### config.mk
export PLATFORM = sky130hd
export DESIGN_NAME = fetch_unit
export DESIGN_NICKNAME = d
export VERILOG_FILES = /design/src/rtl/fetch_pkg.sv /design/src/rtl/fetch_fifo.sv /design/src/rtl/fetch_unit.sv
export SDC_FILE = /design/constraint.sdc
export NUM_CORES = 1
export LEC_CHECK = 0
export ABC_AREA = 1
export ABC_CLOCK_PERIOD_IN_PS = 6100
export BUFFER_PORTS_ARGS = -buffer_cell sky130_fd_sc_hd__clkbuf_2
export CORE_UTILIZATION = 42
export CTS_BUF_LIST = sky130_fd_sc_hd__clkbuf_8
export DETAILED_ROUTE_END_ITERATION = 8
export SLEW_MARGIN = 20
export SYNTH_ARGS = -nofsm -noshare
export SYNTH_HDL_FRONTEND = slang
export SYNTH_SLANG_ARGS = --single-unit
### constraint.sdc
create_clock -name Clk_Core -period 6.1 [get_ports Clk_Core]
set_clock_uncertainty 0.05 [all_clocks]
set_input_delay 0.915 -clock Clk_Core [delete_from_list [all_inputs] [get_ports Clk_Core]]
set_output_delay 0.915 -clock Clk_Core [all_outputs]
set_load 0.1 [all_outputs]
### src/rtl/fetch_pkg.sv
// Shared types and constants for the instruction fetch stage.
// Imported by fetch_fifo and fetch_unit.
package fetch_pkg;

  typedef enum logic [1:0] {
    FETCH,
    IDLE,
    HALT
  } fetch_state_e;

  localparam int unsigned PC_STEP   = 4;
  localparam logic [31:0] INSTR_NOP = 32'h0000_0013;

  typedef struct packed {
    logic [31:0] instr;
    logic [31:0] pc;
    logic [31:0] pc_plus;
  } fetch_entry_t;

endpackage

### src/rtl/fetch_fifo.sv
// Synchronous prefetch queue of fetch entries.
// Flush wins over push; pop on empty is ignored.
module fetch_fifo
  import fetch_pkg::*;
#(
  parameter int DEPTH = 4,
  localparam int AW = $clog2(DEPTH),
  localparam int CW = AW + 1
) (
  input  logic         Clk_Core,
  input  logic         Rst_Core,
  input  logic         push,
  input  logic         pop,
  input  logic         flush,
  input  fetch_entry_t push_data,
  output logic [CW-1:0] count,
  output fetch_entry_t head,
  output logic         empty
);

  fetch_entry_t mem [DEPTH];
  logic [AW-1:0] rd_ptr;
  logic [AW-1:0] wr_ptr;
  logic          do_push;
  logic          do_pop;

  assign empty   = (count == '0);
  assign do_push = push & ~flush;
  assign do_pop  = pop & ~empty & ~flush;
  assign head    = mem[rd_ptr];

  always_ff @(posedge Clk_Core) begin
    if (do_push) begin
      mem[wr_ptr] <= push_data;
    end
  end

  always_ff @(posedge Clk_Core) begin
    if (Rst_Core || flush) begin
      rd_ptr <= '0;
      wr_ptr <= '0;
      count  <= '0;
    end else begin
      if (do_push) begin
        wr_ptr <= wr_ptr + AW'(1);
      end
      if (do_pop) begin
        rd_ptr <= rd_ptr + AW'(1);
      end
      count <= count + CW'(do_push) - CW'(do_pop);
    end
  end

endmodule

### src/rtl/fetch_unit.sv
// Instruction fetch stage: PC sequencing, one-cycle imem,
// prefetch queue toward decode, redirect flush and halt.
module fetch_unit
  import fetch_pkg::*;
#(
  parameter int             XLEN         = 32,
  parameter logic [XLEN-1:0] RESET_VECTOR = '0,
  parameter int             FIFO_DEPTH   = 4
) (
  input  logic            Clk_Core,
  input  logic            Rst_Core,
  input  logic            Run,
  input  logic            Redirect_Valid,
  input  logic [XLEN-1:0] Redirect_Target,
  output logic            Imem_Req,
  output logic [XLEN-1:0] Imem_Addr,
  input  logic [31:0]     Imem_Rdata,
  output logic            Dec_Valid,
  input  logic            Dec_Ready,
  output logic [31:0]     Dec_Instruction,
  output logic [XLEN-1:0] Dec_Program_Count,
  output logic [XLEN-1:0] Dec_Program_Count_Plus,
  output logic            Misaligned_Err
);

  localparam int CW = $clog2(FIFO_DEPTH) + 1;

  fetch_state_e    state_q;
  fetch_state_e    state_d;
  logic [XLEN-1:0] fetch_pc;
  logic [XLEN-1:0] resp_pc;
  logic            inflight;
  logic            err_q;
  logic [CW-1:0]   count;
  fetch_entry_t    head;
  fetch_entry_t    push_data;
  logic            empty;
  logic            pop;
  logic            misaligned;
  logic [CW:0]     used;
  logic            credit_ok;

  assign misaligned = Redirect_Valid & (|Redirect_Target[1:0]);
  assign pop        = Dec_Valid & Dec_Ready;

  // Slots already claimed: queued + in flight, minus one leaving now.
  assign used = {1'b0, count} + (CW+1)'(inflight) - (CW+1)'(pop);
  assign credit_ok = (used < (CW+1)'(FIFO_DEPTH));

  assign Imem_Req = ~Rst_Core & (state_q == FETCH) & Run
                  & ~Redirect_Valid & credit_ok;
  assign Imem_Addr = fetch_pc;

  always_comb begin
    state_d = state_q;
    unique case (state_q)
      FETCH:   if (!Run) state_d = IDLE;
      IDLE:    if (Run)  state_d = FETCH;
      HALT:    state_d = HALT;
      default: state_d = HALT;
    endcase
    if (misaligned) begin
      state_d = HALT;
    end
  end

  always_ff @(posedge Clk_Core) begin
    if (Rst_Core) begin
      state_q  <= FETCH;
      fetch_pc <= RESET_VECTOR;
      resp_pc  <= '0;
      inflight <= 1'b0;
      err_q    <= 1'b0;
    end else begin
      state_q  <= state_d;
      inflight <= Imem_Req;
      if (Redirect_Valid && !misaligned) begin
        fetch_pc <= Redirect_Target;
      end else if (Imem_Req) begin
        fetch_pc <= fetch_pc + XLEN'(PC_STEP);
      end
      if (Imem_Req) begin
        resp_pc <= fetch_pc;
      end
      if (misaligned) begin
        err_q <= 1'b1;
      end
    end
  end

  assign push_data.instr   = Imem_Rdata;
  assign push_data.pc      = 32'(resp_pc);
  assign push_data.pc_plus = 32'(resp_pc + XLEN'(PC_STEP));

  fetch_fifo #(
    .DEPTH(FIFO_DEPTH)
  ) u_fifo (
    .Clk_Core (Clk_Core),
    .Rst_Core (Rst_Core),
    .push     (inflight),
    .pop      (pop),
    .flush    (Redirect_Valid),
    .push_data(push_data),
    .count    (count),
    .head     (head),
    .empty    (empty)
  );

  assign Dec_Valid = ~empty;
  assign Dec_Instruction = empty ? INSTR_NOP : head.instr;
  assign Dec_Program_Count = empty ? '0 : XLEN'(head.pc);
  assign Dec_Program_Count_Plus = empty ? '0 : XLEN'(head.pc_plus);
  assign Misaligned_Err = err_q;

endmodule

### Yosys cells after proc, flatten, opt, wreduce, memory -nomap -nowiden

Memories as Yosys holds them, arrays and structs flattened. A register that Yosys moved wholly into a read port is not among the register bits.
Cells that the tools add are included.

* add/sub/neg operators: 8
* $lt $le $gt $ge: 1
* equal/unequal tests: 5
* multiplexer cells: 13
* bitwise gates (word level): 12
* reductions and logical operators: 10

Operators by type and width (number)
* $mux 32: 5
* $add 32x3->32 const B: 2
* $mux 2: 5
* $and 1x1->1: 9
* $ne 3x3->1 const B: 2
* $add 2x1->2 const B: 2
* $add 3x1->4: 1
* $lt 4x3->1 const B: 1
* $ne 2x2->1 const B: 2
* $pmux 2 s2: 1
* $reduce_and 2->1: 2
* $reduce_or 2->1: 2
* $sub 4x1->4: 1
* $add 3x1->3: 1
* $logic_not 3->1: 1
* $not 1->1: 3
* $sub 3x1->3: 1
* $eq 2x1->1 const B: 1
* $logic_not 2->1: 1
* $mux 1: 2
* $reduce_bool 2->1: 1
* $logic_and 1x1->1: 1
* $logic_not 1->1: 1
* $logic_or 1x1->1: 1

* register bits after elaboration: 75
* RAM bits: 384
* input bits: 69
* output and inout bits: 131
* memories kept: 1

Memories
* u_fifo.mem: words 4, bits a word 96, read ports 1, clocked after memory_dff 1, write ports 1, line fetch_fifo.sv:21 `fetch_entry_t mem [DEPTH];`

### Logic depth before layout (Yosys ltp)

Gate-level depths: netlist of run 1.

* depth in word-level cells: 8
* depth in mapped cells: 18
* mapped depth without buffers: 17

### Hierarchy

A second synthesis of run 1 with hierarchy kept.

* cell total of the unflattened synthesis: 1896
* area, all modules: 19846.5 um^2

By module, submodules not included
* fetch_fifo: times used 1, cells an instance 993, area each 14754.2 um^2
* fetch_unit: times used 1, cells an instance 903, area each 5092.4 um^2

### Least setup slack after synthesis of run 1

No wires, ideal clock.

* path type: input to register
* start: input Redirect_Valid
* end: memory u_fifo.mem[0][10] (netlist bit) (enable)
* library setup time: 0.547 ns
* arrival time: 5.069 ns
* data required time: 5.503 ns
* setup slack: 0.434 ns
* stages: 3
* buffers on the path: 0
* cells stage by stage: nor2_1 -> inv_1 -> nor2_1

* word-level cells in the longest chain between the ends: 4

RTL lines
* start: declaration: line fetch_unit.sv:13 `input logic Redirect_Valid,`
* $not 1->1: line fetch_fifo.sv:28 `assign do_push = push & ~flush;`
* $and 1x1->1: line fetch_fifo.sv:28
* $mux 1: line fetch_fifo.sv:33 `if (do_push) begin`
* $mux 1 (not written as such): line fetch_fifo.sv:34 `mem[wr_ptr] <= push_data;`
* end: declaration: line fetch_fifo.sv:21

No other way between the ends.

### Final worst setup path of run 1

* start: register u_fifo.count[1]
* end: output Imem_Req

* word-level cells in the longest chain between the ends: 6
* elaborated cells between the ends (all ways): 7
* classes of those cells: add/sub: 2; order compare: 1; bitwise: 3; reduce/logical: 1

RTL lines
* start: declaration: line fetch_fifo.sv:16 `output logic [CW-1:0] count,`
* start signal: assignment: line fetch_fifo.sv:50 `count <= count + CW'(do_push) - CW'(do_pop);`
* parallel branches: the longest is 3 deep, another holds $add 3x1->4
* $sub 4x1->4 *: line fetch_unit.sv:47 `assign used = {1'b0, count} + (CW+1)'(inflight) - (CW+1)'(pop);`
* $lt 4x3->1 *: line fetch_unit.sv:48 `assign credit_ok = (used < (CW+1)'(FIFO_DEPTH));`
* $and 1x1->1 *: line fetch_unit.sv:51 `& ~Redirect_Valid & credit_ok;`
* end: declaration: line fetch_unit.sv:15 `output logic Imem_Req,`

Every way passes the cells marked *.

==> results.toml, run 1 <==
[status]
status = "finished clean"

[critical_path]
path_class = "flip-flop to output pin"
regToRegSetupSlack_ns = 2.77
cp.required_ns = 5.13
r2r-start = "u_fifo.count[1]$_SDFF_PP0_"
cp_common_cell = "nand2_1"
crit_path_end_kind = "output pin"
worstPathArrival_ns = 3.41
reg2reg_to = "Imem_Addr[10]$_SDFFE_PP0P_"
max_stage_delay_ns = 0.51
path_max_fanout = 36
cp_slowest_cell = "clkbuf_2"
startpoint_type = "flip-flop"
rr_worst_depth = 17
crit_chain = "nor3_2 > buf_4 > nor2_1 > ha_1 > inv_1 > ha_1 > nand2_1 > clkinv_1 > nand2_1 > nand2_1 > nand2_1 > nand2_2 > nor2_4 > clkbuf_2"

[synthesis]
synth-seq-cells = 453
yosys_warnings = 0
synth_area_mm2 = 0.01935
ys_seq_area_frac = 0.6632
synth.distinct_cells = 36
synthArstFlopShare = 0
netlist_instances = 1894
yosys.area.top_type = "edfxtp_1"
yosysMostFrequentCell = "nor2_1"
synthTopCellsByCount = "518 x nor2_1, 376 x edfxtp_1, 216 x nand2_1"
syn-num-nets = 1975
yosys_most_used_dff = "edfxtp_1"
postSynthAreaPerCell_um2 = 10.22
synth-edff-count = 376
synthTopCellsByArea = "edfxtp_1 58%, nor2_1 10%, dfxtp_1 8.0%, o21ai_0 4.9%, nand2_1 4.2%"
synth_top_area_frac = 0.5835

[pwr]
p_leak_nw = 8.375
switching_share = 0.2512
p_switching_w = 0.001588
ir_worst_vdd_v = 0.0001730
power_density_mw_per_mm2 = 284.2
p_seq_frac = 0.545
p_clk_frac = 0.391
p_int_w = 0.004732
combPwrFrac = 0.064
finalPower_w = 0.006320

[clocking]
ctsRootBufferMaster = "clkbuf_8"
post-cts-setup-buffers = 0
path_clk_slew_ns = 0.06
htree_levels = 3
clk-insertion-delay-late_ns = 0.64
cts_buffers = 76
ctsHoldBuffers = 0
cts_buffer_depth = 3
clock-sinks = 453
cts_resized = 0
cts_tree = "yes"

[sta]
setup_tns_ns = 0
relSlewSlack = 0.3545
min_period_over_period = 0.7167
setup_violations = 0
rsz0062_at_grt = "false"
fin_crit_ns = 4.372
worst_slack_ns = 1.728
tightestPinTransition_ns = 0.9623
hold_viol = 0
fmax_mhz = 228.7
report.final.slew_viol_count = 0

[route]
wire_per_inst_um = 17.66
viasPerCell = 5.103
initialDrtViolationCount = 999
finalWirelength_mm = 48.47
ant_nets = 0
vias = 14007
drtPass1Iterations = 5
drc = 0

[final_layout]
drive_above_1_share = 0.1646
fin_util = 0.4900
final_nets = 2169
area_growth_syn_to_layout_pct = 14.92
fillers = 4175

[hold_path]
hold_depth = 2
hold_path_class = "flip-flop to flip-flop"
worstHoldStart = "u_fifo.rd_ptr[1]$_SDFFE_PP0P_"

[placement]
dp_hpwl_mm = 28.55
portBuffers = 199
place.gp.congestion = 0.8972
post-place-ws_ns = 2.191

[die]
die_area_mm2 = 0.04693
io_pins = 200
die_y_um = 216.6
rows = 78
start_util = 0.4264
core-area_mm2 = 0.04538
die_w_um = 216.6

[flow_run]
cap_violations = 0

[grt]
antenna_found_initial = 0
grt_use_total = 0.2075
overflow = 0
grt_max_degree = 102
grt_pass1_vias = 13578
grt_first_pass_wirelength_mm = 75.61
[cells by family after synthesis]
family | synth area share
compound gates | 0.1024
xor+xnor | 0.01313
fa+ha+maj | 0.008147
buf+inv | 0.04067
flops | 0.6632
simple gates | 0.1725
[power by group through the flow]
stage	Clock [W]	Sequential, W	Combinational, W
floorplan	0	0.00360	0.000200
global placement	0	0.00351	0.000400
detailed placement	0	0.00351	0.000405
CTS	0.00253	0.00344	0.000407
global route	0.00268	0.00345	0.000438
finish	0.00247	0.00344	0.000405
[flip-flops by register name, summed over array words and instances, names as in the netlist, named ones only]
signal	cells
u_fifo.mem	376
u_fifo.count	3
Imem_Addr	32
inflight	1
resp_pc	32
u_fifo.rd_ptr	2
u_fifo.wr_ptr	2
Misaligned_Err	1
state_q	2
[cell type report]
type                    count  area, um^2  share of cell area
flip-flops and latches    453       12840              0.5774
multi-input cells        1254        5766              0.2593
repair buffers            215        1166             0.05244
clock buffers              80        1101             0.04951
well taps                 600       750.7             0.03376
inverters                  88       332.8             0.01497
clock inverters            54       279.0             0.01255
diodes                      1       2.502           0.0001125
[worst max-delay path, delay by kind of cell (launching register included)]
family                   cells  cell delay (ns)
buffers and inverters        4             1.08
AND/OR/NAND/NOR              8             0.95
adder cells (fa/ha/maj)      2             0.43
flip-flops                   1             0.33
[per-layer routing]
layer	share of wire	vias up	wire [um]	global-route usage
li1	-	6839	-	-
met1	0.45	6646	21600	0.2791
met2	0.47	445	22630	0.3324
met3	0.064	77	3093	0.04056
met4	0.024	0	1148	0.07770
met5	0	-	0	0
[layout by cell type, fill, tap and decap left out, drive strengths merged, types with 18 or more instances in the layout]
master  instances
nand2         222
xor2           21
o21ai         235
nand3          42
nor3           18
edfxtp        376
clkinv         22
dfxtp          77
clkbuf        279
nor2          529
a21oi         139
inv           116
[per-stage QoR]
| step | cells | hold WS, ns | instance area, um^2 |
|---|---|---|---|
| floorplan | 1894 | 0.3709 | 19350 |
| global placement | 2610 | 0.3846 | 20860 |
| detailed placement | 2610 | 0.3978 | 20860 |
| CTS | 2744 | 0.3889 | 22240 |
| global route | 2744 | 0.4232 | 22240 |
| finish | 2745 | 0.4061 | 22240 |
[how the worst max path moves through the flow]
stage	start	endpoint	slack, ns	cells after the start
2_1_floorplan	Redirect_Valid	u_fifo.mem[0][10]$_DFFE_PP_	0.43	3
5_1_grt	u_fifo.count[1]$_SDFF_PP0_	Imem_Req	1.45	14
3_3_place_gp	Dec_Ready	Imem_Req	2.26	14
4_1_cts	u_fifo.count[1]$_SDFF_PP0_	Imem_Req	1.67	14
3_5_place_dp	Dec_Ready	Imem_Req	2.19	14
6_report	u_fifo.count[1]$_SDFF_PP0_	Imem_Req	1.73	14
No activity file was read; power rests on OpenSTA's default activity.
==> run 2, diff against run 1 <==
ABC_AREA = 0   (was 1)
ABC_CLOCK_PERIOD_IN_PS = 3940   (was 6100)
clock period = 3.94 ns   (was 6.1 ns; I/O delays follow)
==> run 2 against run 1 <==
Worst hold slack got worse by 0.28 ns. Combinational power increased by 35%. Count of clock-buffer cells in the layout grew 6. Clock power up 57%. First-iteration DRC count decreased by 35%.
==> results.toml, run 2 <==
[final_layout]
drive_above_1_share = 0.3103
final_nets = 1443
antenna_cells = 0
final_common_cell = "edfxtp_1"
regMostFlops = "u_fifo.mem"
fin_cells = 2006
largest_reg_flops = 376
mostFrequentLayoutCells = "376 x edfxtp_1, 198 x clkbuf_2, 96 x and2_1, 94 x mux4_2, 89 x nand2_1"
multi_input_area_mm2 = 0.005125
fillers = 3731
regArea_mm2 = 0.01284
area_growth_syn_to_layout_pct = 17.72

[critical_path]
cp_slowest_cell = "dfxtp_1"
startpoint_type = "flip-flop"
path_max_fanout = 9
reg2reg_to = "Imem_Addr[22]$_SDFFE_PP0P_"
path_class = "flip-flop to output pin"
crit_path_end_kind = "output pin"
worstPathArrival_ns = 3.06
r2r-start = "u_fifo.count[1]$_SDFF_PP0_"
rr_worst_depth = 14
cp.required_ns = 3.30
max_stage_delay_ns = 0.33
crit_chain = "nor3_1 > buf_4 > inv_2 > and2_0 > ha_1 > inv_1 > ha_1 > and3b_4 > o21a_1 > o21ai_4 > inv_2 > buf_12"
regToRegSetupSlack_ns = 0.66

[die]
rows = 76
die_y_um = 210.6
start_util = 0.4253
die_w_um = 210.6
die_area_mm2 = 0.04436
io_pins = 200
core-area_mm2 = 0.04298

[synthesis]
yosys_most_used_dff = "edfxtp_1"
syn-num-nets = 1198
synthTopCellsByCount = "376 x edfxtp_1, 100 x and2_1, 94 x mux4_2"
synth-edff-count = 376
synth-seq-cells = 453
synth_top_family_by_area = "multiplexers"
yosysMostFrequentCell = "edfxtp_1"
synth_area_mm2 = 0.01828
yosys_warnings = 0
yosys.area.top_type = "edfxtp_1"
synth_compound_area_frac = 0.03464
synth_fa_ha_area_frac = 0.008625
synth_xor_xnor_area_share = 0.02156
postSynthAreaPerCell_um2 = 16.36
synth.distinct_cells = 52
muxShareOfSynthArea = 0.1175
netlist_instances = 1117
synthSimpleGateAreaFrac = 0.09693
ys_seq_area_frac = 0.7020
synthTopCellsByArea = "edfxtp_1 62%, mux4_2 12%, dfxtp_1 8.4%, and2_1 3.4%, nand2_1 1.8%"
synthArstFlopShare = 0
synth_top_area_frac = 0.6177

[route]
ant_nets = 0
vias = 10472
viasPerCell = 5.220
drtPass1Iterations = 4
finalWirelength_mm = 40.42
wire_per_inst_um = 20.15
drc = 0
initialDrtViolationCount = 653

[status]
status = "finished clean"

[sta]
fin_crit_ns = 3.705
worst_slack_ns = 0.2353
min_period_over_period = 0.9403
relSlewSlack = 0.3875
hold_viol = 0
setup_tns_ns = 0
report.final.slew_viol_count = 0
fmax_mhz = 269.9
rsz0062_at_grt = "false"
setup_violations = 0
tightestPinTransition_ns = 0.9188

[placement]
post-place-ws_ns = 0.5190
place_inst = 1867
dp_hpwl_mm = 25.16
portBuffers = 199
place.gp.congestion = 0.7881

[hold_path]
hold_path_class = "input port to flip-flop"
worst_hold_path.endpoint = "state_q[0]$_SDFFE_PP0P_"
hold_depth = 2
worstHoldStart = "Run"

[grt]
grt_use_total = 0.1850
grt_max_degree = 93
antenna_found_initial = 0
grt_first_pass_wirelength_mm = 61.70
grt_pass1_vias = 10638
overflow = 0

[clocking]
path_clk_slew_ns = 0.06
ctsHoldBuffers = 0
ctsRootBufferMaster = "clkbuf_8"
htree_levels = 3
cts_tree = "yes"
cts_buffer_depth = 3
cts_buffers = 77
clock-sinks = 453
clk-insertion-delay-late_ns = 0.63

[pwr]
power_density_mw_per_mm2 = 450.1
p_leak_nw = 7.154
finalPower_w = 0.009685
ir_worst_vdd_v = 0.0002382

[flow_run]
cap_violations = 0
## run 2: cell count changes in the layout (fill, tap and decap cells not counted), sizes merged, moves of 8 or more
| cell | change |
|---|---|
| a211oi | +14 |
| a21oi | -100 |
| a311oi | +9 |
| and2 | +97 |
| buf | +13 |
| inv | -61 |
| mux4 | +94 |
| nand2 | -133 |
| nand3 | -20 |
| nand4 | +8 |
| nor2 | -482 |
| nor3 | -9 |
| o21ai | -225 |
| xnor2 | +23 |
## run 2: logic make-up after synthesis
family	count (synthesis)
XOR/XNOR	45
adder cells (fa/ha/maj)	12
flip-flops	453
AND/OR/NAND/NOR	332
AO/OA/AOI/OAI	95
multiplexers	97
buffers and inverters	83
## run 2: worst max-delay path by stage
| stage | end | startpoint |
|---|---|---|
| floorplan | u_fifo.mem[0][10]$_DFFE_PP_ | Redirect_Valid |
| global placement | Imem_Addr[22]$_SDFFE_PP0P_ | Dec_Ready |
| detailed placement | Imem_Addr[3]$_SDFFE_PP0P_ | Dec_Ready |
| CTS | Imem_Req | u_fifo.count[1]$_SDFF_PP0_ |
| global route | Imem_Req | u_fifo.count[1]$_SDFF_PP0_ |
| finish | Imem_Req | u_fifo.count[1]$_SDFF_PP0_ |
## run 2: per-stage QoR
stage,hold slack (ns),utilization,area (um^2)
after floorplan,0.4069,-,18280
after global placement,0.3875,0.4670,20070
after detailed placement,0.3929,0.4670,20070
after CTS,0.07702,0.5005,21510
after global routing,0.1030,0.5006,21520
final,0.1300,0.5006,21520
## run 2: timing repair
action                                  in CTS  in global routing
pin swaps                                    1                  1
cloned                                       0                  0
gates resized for setup                      0                  1
endpoints found under the setup margin       1                  1
buffers inserted                             1                  0
## run 2: area by class of cell
cell class | count | share of cell area
clock buffers | 86 | 0.05501
clock inverters | 52 | 0.01145
inverters | 22 | 0.003838
multi-input cells | 581 | 0.2382
flip-flops and latches | 453 | 0.5967
well taps | 585 | 0.03402
repair buffers | 227 | 0.06082
## run 2: power breakdown
part	switching, W	internal [W]
combinational	0.000429	0.000118
sequential	0.0000595	0.00520
clock	0.00182	0.00206
total	0.00231	0.00738
## run 2: per-layer routing
metal	up-vias	part of all wire	GRT usage	wire [um]
met5	-	0	0	0
met4	0	0.020	0.06472	827
met3	56	0.061	0.04475	2483
met2	327	0.47	0.2884	19140
met1	5281	0.44	0.2542	17960
li1	4808	-	-	-
## run 2: critical path: cells and delay by family (launching register included)
family | cells | cell delay (ns)
buf+inv | 5 | 0.51
compound gates | 2 | 0.54
flops | 1 | 0.33
simple gates | 3 | 0.60
fa+ha+maj | 2 | 0.44
==> run 3, diff against run 2 <==
BUFFER_PORTS_ARGS = default   (was -buffer_cell sky130_fd_sc_hd__clkbuf_2)
DONT_BUFFER_PORTS = 1   (was default)
==> run 3 against run 2 <==
Via count is 3.8% lower. Flip-flop and latch count stayed put. Register-to-register slack hardly changed. First-iteration DRC count is 17% lower. Critical path depth stayed put. Die area stayed put. Power is 2.0% lower. Worst hold slack worse by 0.073 ns. Critical path type unchanged. Largest cell class unchanged.
==> results.toml, run 3 (synthesis gave the netlist of run 2 again) <==
[status]
status = "finished clean"

[sta]
hold-worst-slack_ns = 0.05672
fmax_mhz = 270.2
min_period_over_period = 0.9394
tightestPinTransition_ns = 1.140
relSlewSlack = 0.2389
hold_viol = 0
report.final.slew_viol_count = 0
setup_tns_ns = 0
rsz0062_at_grt = "false"
fin_crit_ns = 3.701
setup_violations = 0

[critical_path]
startpoint_type = "flip-flop"
crit_path_end_kind = "output pin"
path_class = "flip-flop to output pin"
worstPathArrival_ns = 3.06
regToRegSetupSlack_ns = 0.66
cp.required_ns = 3.30
reg2reg_to = "Imem_Addr[26]$_SDFFE_PP0P_"
path_max_fanout = 11
r2r-start = "u_fifo.count[1]$_SDFF_PP0_"
rr_worst_depth = 13

[grt]
grt_max_degree = 67
antenna_found_initial = 1
grt_use_total = 0.1828
overflow = 0
grt_first_pass_wirelength_mm = 60.98
grt_pass1_vias = 10440

[route]
vias = 10069
wire_per_inst_um = 20.45
ant_nets = 0
drc = 0
viasPerCell = 5.188
finalWirelength_mm = 39.69
initialDrtViolationCount = 539
drtPass1Iterations = 4

[clocking]
ctsRootBufferMaster = "clkbuf_8"
clk-insertion-delay-late_ns = 0.59
path_clk_slew_ns = 0.05
htree_levels = 3
cts_buffer_depth = 3
cts_tree = "yes"
cts_buffers = 76
clock-sinks = 453

[placement]
place.gp.congestion = 0.7987
place_area_mm2 = 0.01990
dp_hpwl_mm = 24.92
portBuffers = 0

[final_layout]
largest_reg_flops = 376
area_growth_syn_to_layout_pct = 18.04
stdcell_area_mm2 = 0.02158
final_nets = 1384
drive_above_1_share = 0.2664
final_common_cell = "edfxtp_1"
regMostFlops = "u_fifo.mem"
mostFrequentLayoutCells = "376 x edfxtp_1, 133 x buf_4, 94 x mux4_2, 88 x nand2_1, 85 x and2_1"

[hold_path]
hold_path_class = "input port to flip-flop"
worst_hold_path.endpoint = "u_fifo.mem[0][65]$_DFFE_PP_"
worstHoldStart = "Imem_Rdata[1]"
hold_depth = 0

[pwr]
power_density_mw_per_mm2 = 439.9
switching_share = 0.2333
ir_worst_vdd_v = 0.0002309
p_clk_frac = 0.388
combPwrFrac = 0.058
p_int_w = 0.007276
p_switching_w = 0.002215
p_seq_frac = 0.554
p_leak_nw = 6.953

[die]
die_w_um = 210.6
start_util = 0.4253
io_pins = 200
rows = 76
die_area_mm2 = 0.04436
core-area_mm2 = 0.04298
die_y_um = 210.6

[flow_run]
cap_violations = 0
[run 3: changes by cell type in the layout (fill, tap and decap cells not counted), sizes merged]
cell,delta
buf,+112
inv,-8
diode,+1
clkinvlp,-2
clkbuf,-203
dlygate4sd3,+28
clkinv,+7
[run 3: per-layer routing]
layer,share of wire,vias to the layer above,GRT usage,wire length [um]
met2,0.47,304,0.2880,18510
met1,0.45,5011,0.2508,17880
met3,0.063,61,0.04386,2510
li1,-,4693,-,-
met4,0.020,0,0.05847,788
met5,0,-,0,0
[run 3: power by group through the flow]
| stage | clock (W) | sequential (W) | combinational (W) |
|---|---|---|---|
| after floorplan | 0 | 0.00551 | 0.000250 |
| after global placement | 0 | 0.00535 | 0.000501 |
| after detailed placement | 0 | 0.00536 | 0.000503 |
| after CTS | 0.00381 | 0.00526 | 0.000550 |
| after global routing | 0.00404 | 0.00526 | 0.000576 |
| final | 0.00369 | 0.00526 | 0.000548 |
[run 3: critical path: stages, from the launching register on]
cell	delay, ns
dfxtp_1	0.32
nor3_1	0.19
buf_4	0.18
inv_4	0.03
and2_1	0.20
ha_1	0.20
inv_1	0.05
ha_1	0.21
and3b_4	0.21
nor4_4	0.40
o21ai_2	0.16
inv_2	0.11
buf_12	0.19
[run 3: cell type report]
cell class / instances / area (um^2)
Antenna cell: 1 / 2.502
Clock buffer: 81 / 1115
Clock inverter: 49 / 220.2
Fill cell: 3717 / 21400
Inverter: 22 / 85.08
Multi-Input combinational cell: 581 / 5136
Sequential cell: 453 / 12840
Tap cell: 585 / 732.0
Timing Repair Buffer: 169 / 1446
[run 3: repair_timing]
item / CTS / global route
hold buffers: 29 / 0
resized for setup: 2 / 13
hold endpoints to repair: 150 / 0
pin swaps: 0 / 1
setup endpoints to repair: 3 / 11
buffers inserted: 0 / 1
[run 3: worst max-delay path by stage]
stage                                          start                     endpoint  slack [ns]  cells after the start
after CTS                 u_fifo.count[2]$_SDFF_PP0_        Dec_Program_Count[12]       0.008                      6
after global placement    u_fifo.count[2]$_SDFF_PP0_    Dec_Program_Count_Plus[1]        0.65                      6
after detailed placement  u_fifo.count[2]$_SDFF_PP0_    Dec_Program_Count_Plus[1]        0.60                      6
after floorplan                       Redirect_Valid  u_fifo.mem[0][10]$_DFFE_PP_        0.42                      2
after global routing      u_fifo.count[2]$_SDFF_PP0_                     Imem_Req        0.02                     12
final                     u_fifo.count[1]$_SDFF_PP0_                     Imem_Req        0.24                     12
[run 3: through the flow]
step           std cells  setup WS (ns)  power (W)    util
2_1_floorplan       1117         0.4183   0.005757       -
3_3_place_gp        1780         0.6497   0.005855  0.4629
3_5_place_dp        1780         0.5961   0.005859  0.4629
4_1_cts             1939       0.008202   0.009619  0.5013
5_1_grt             1940        0.01904   0.009874  0.5020
6_report            1941         0.2389   0.009491  0.5020
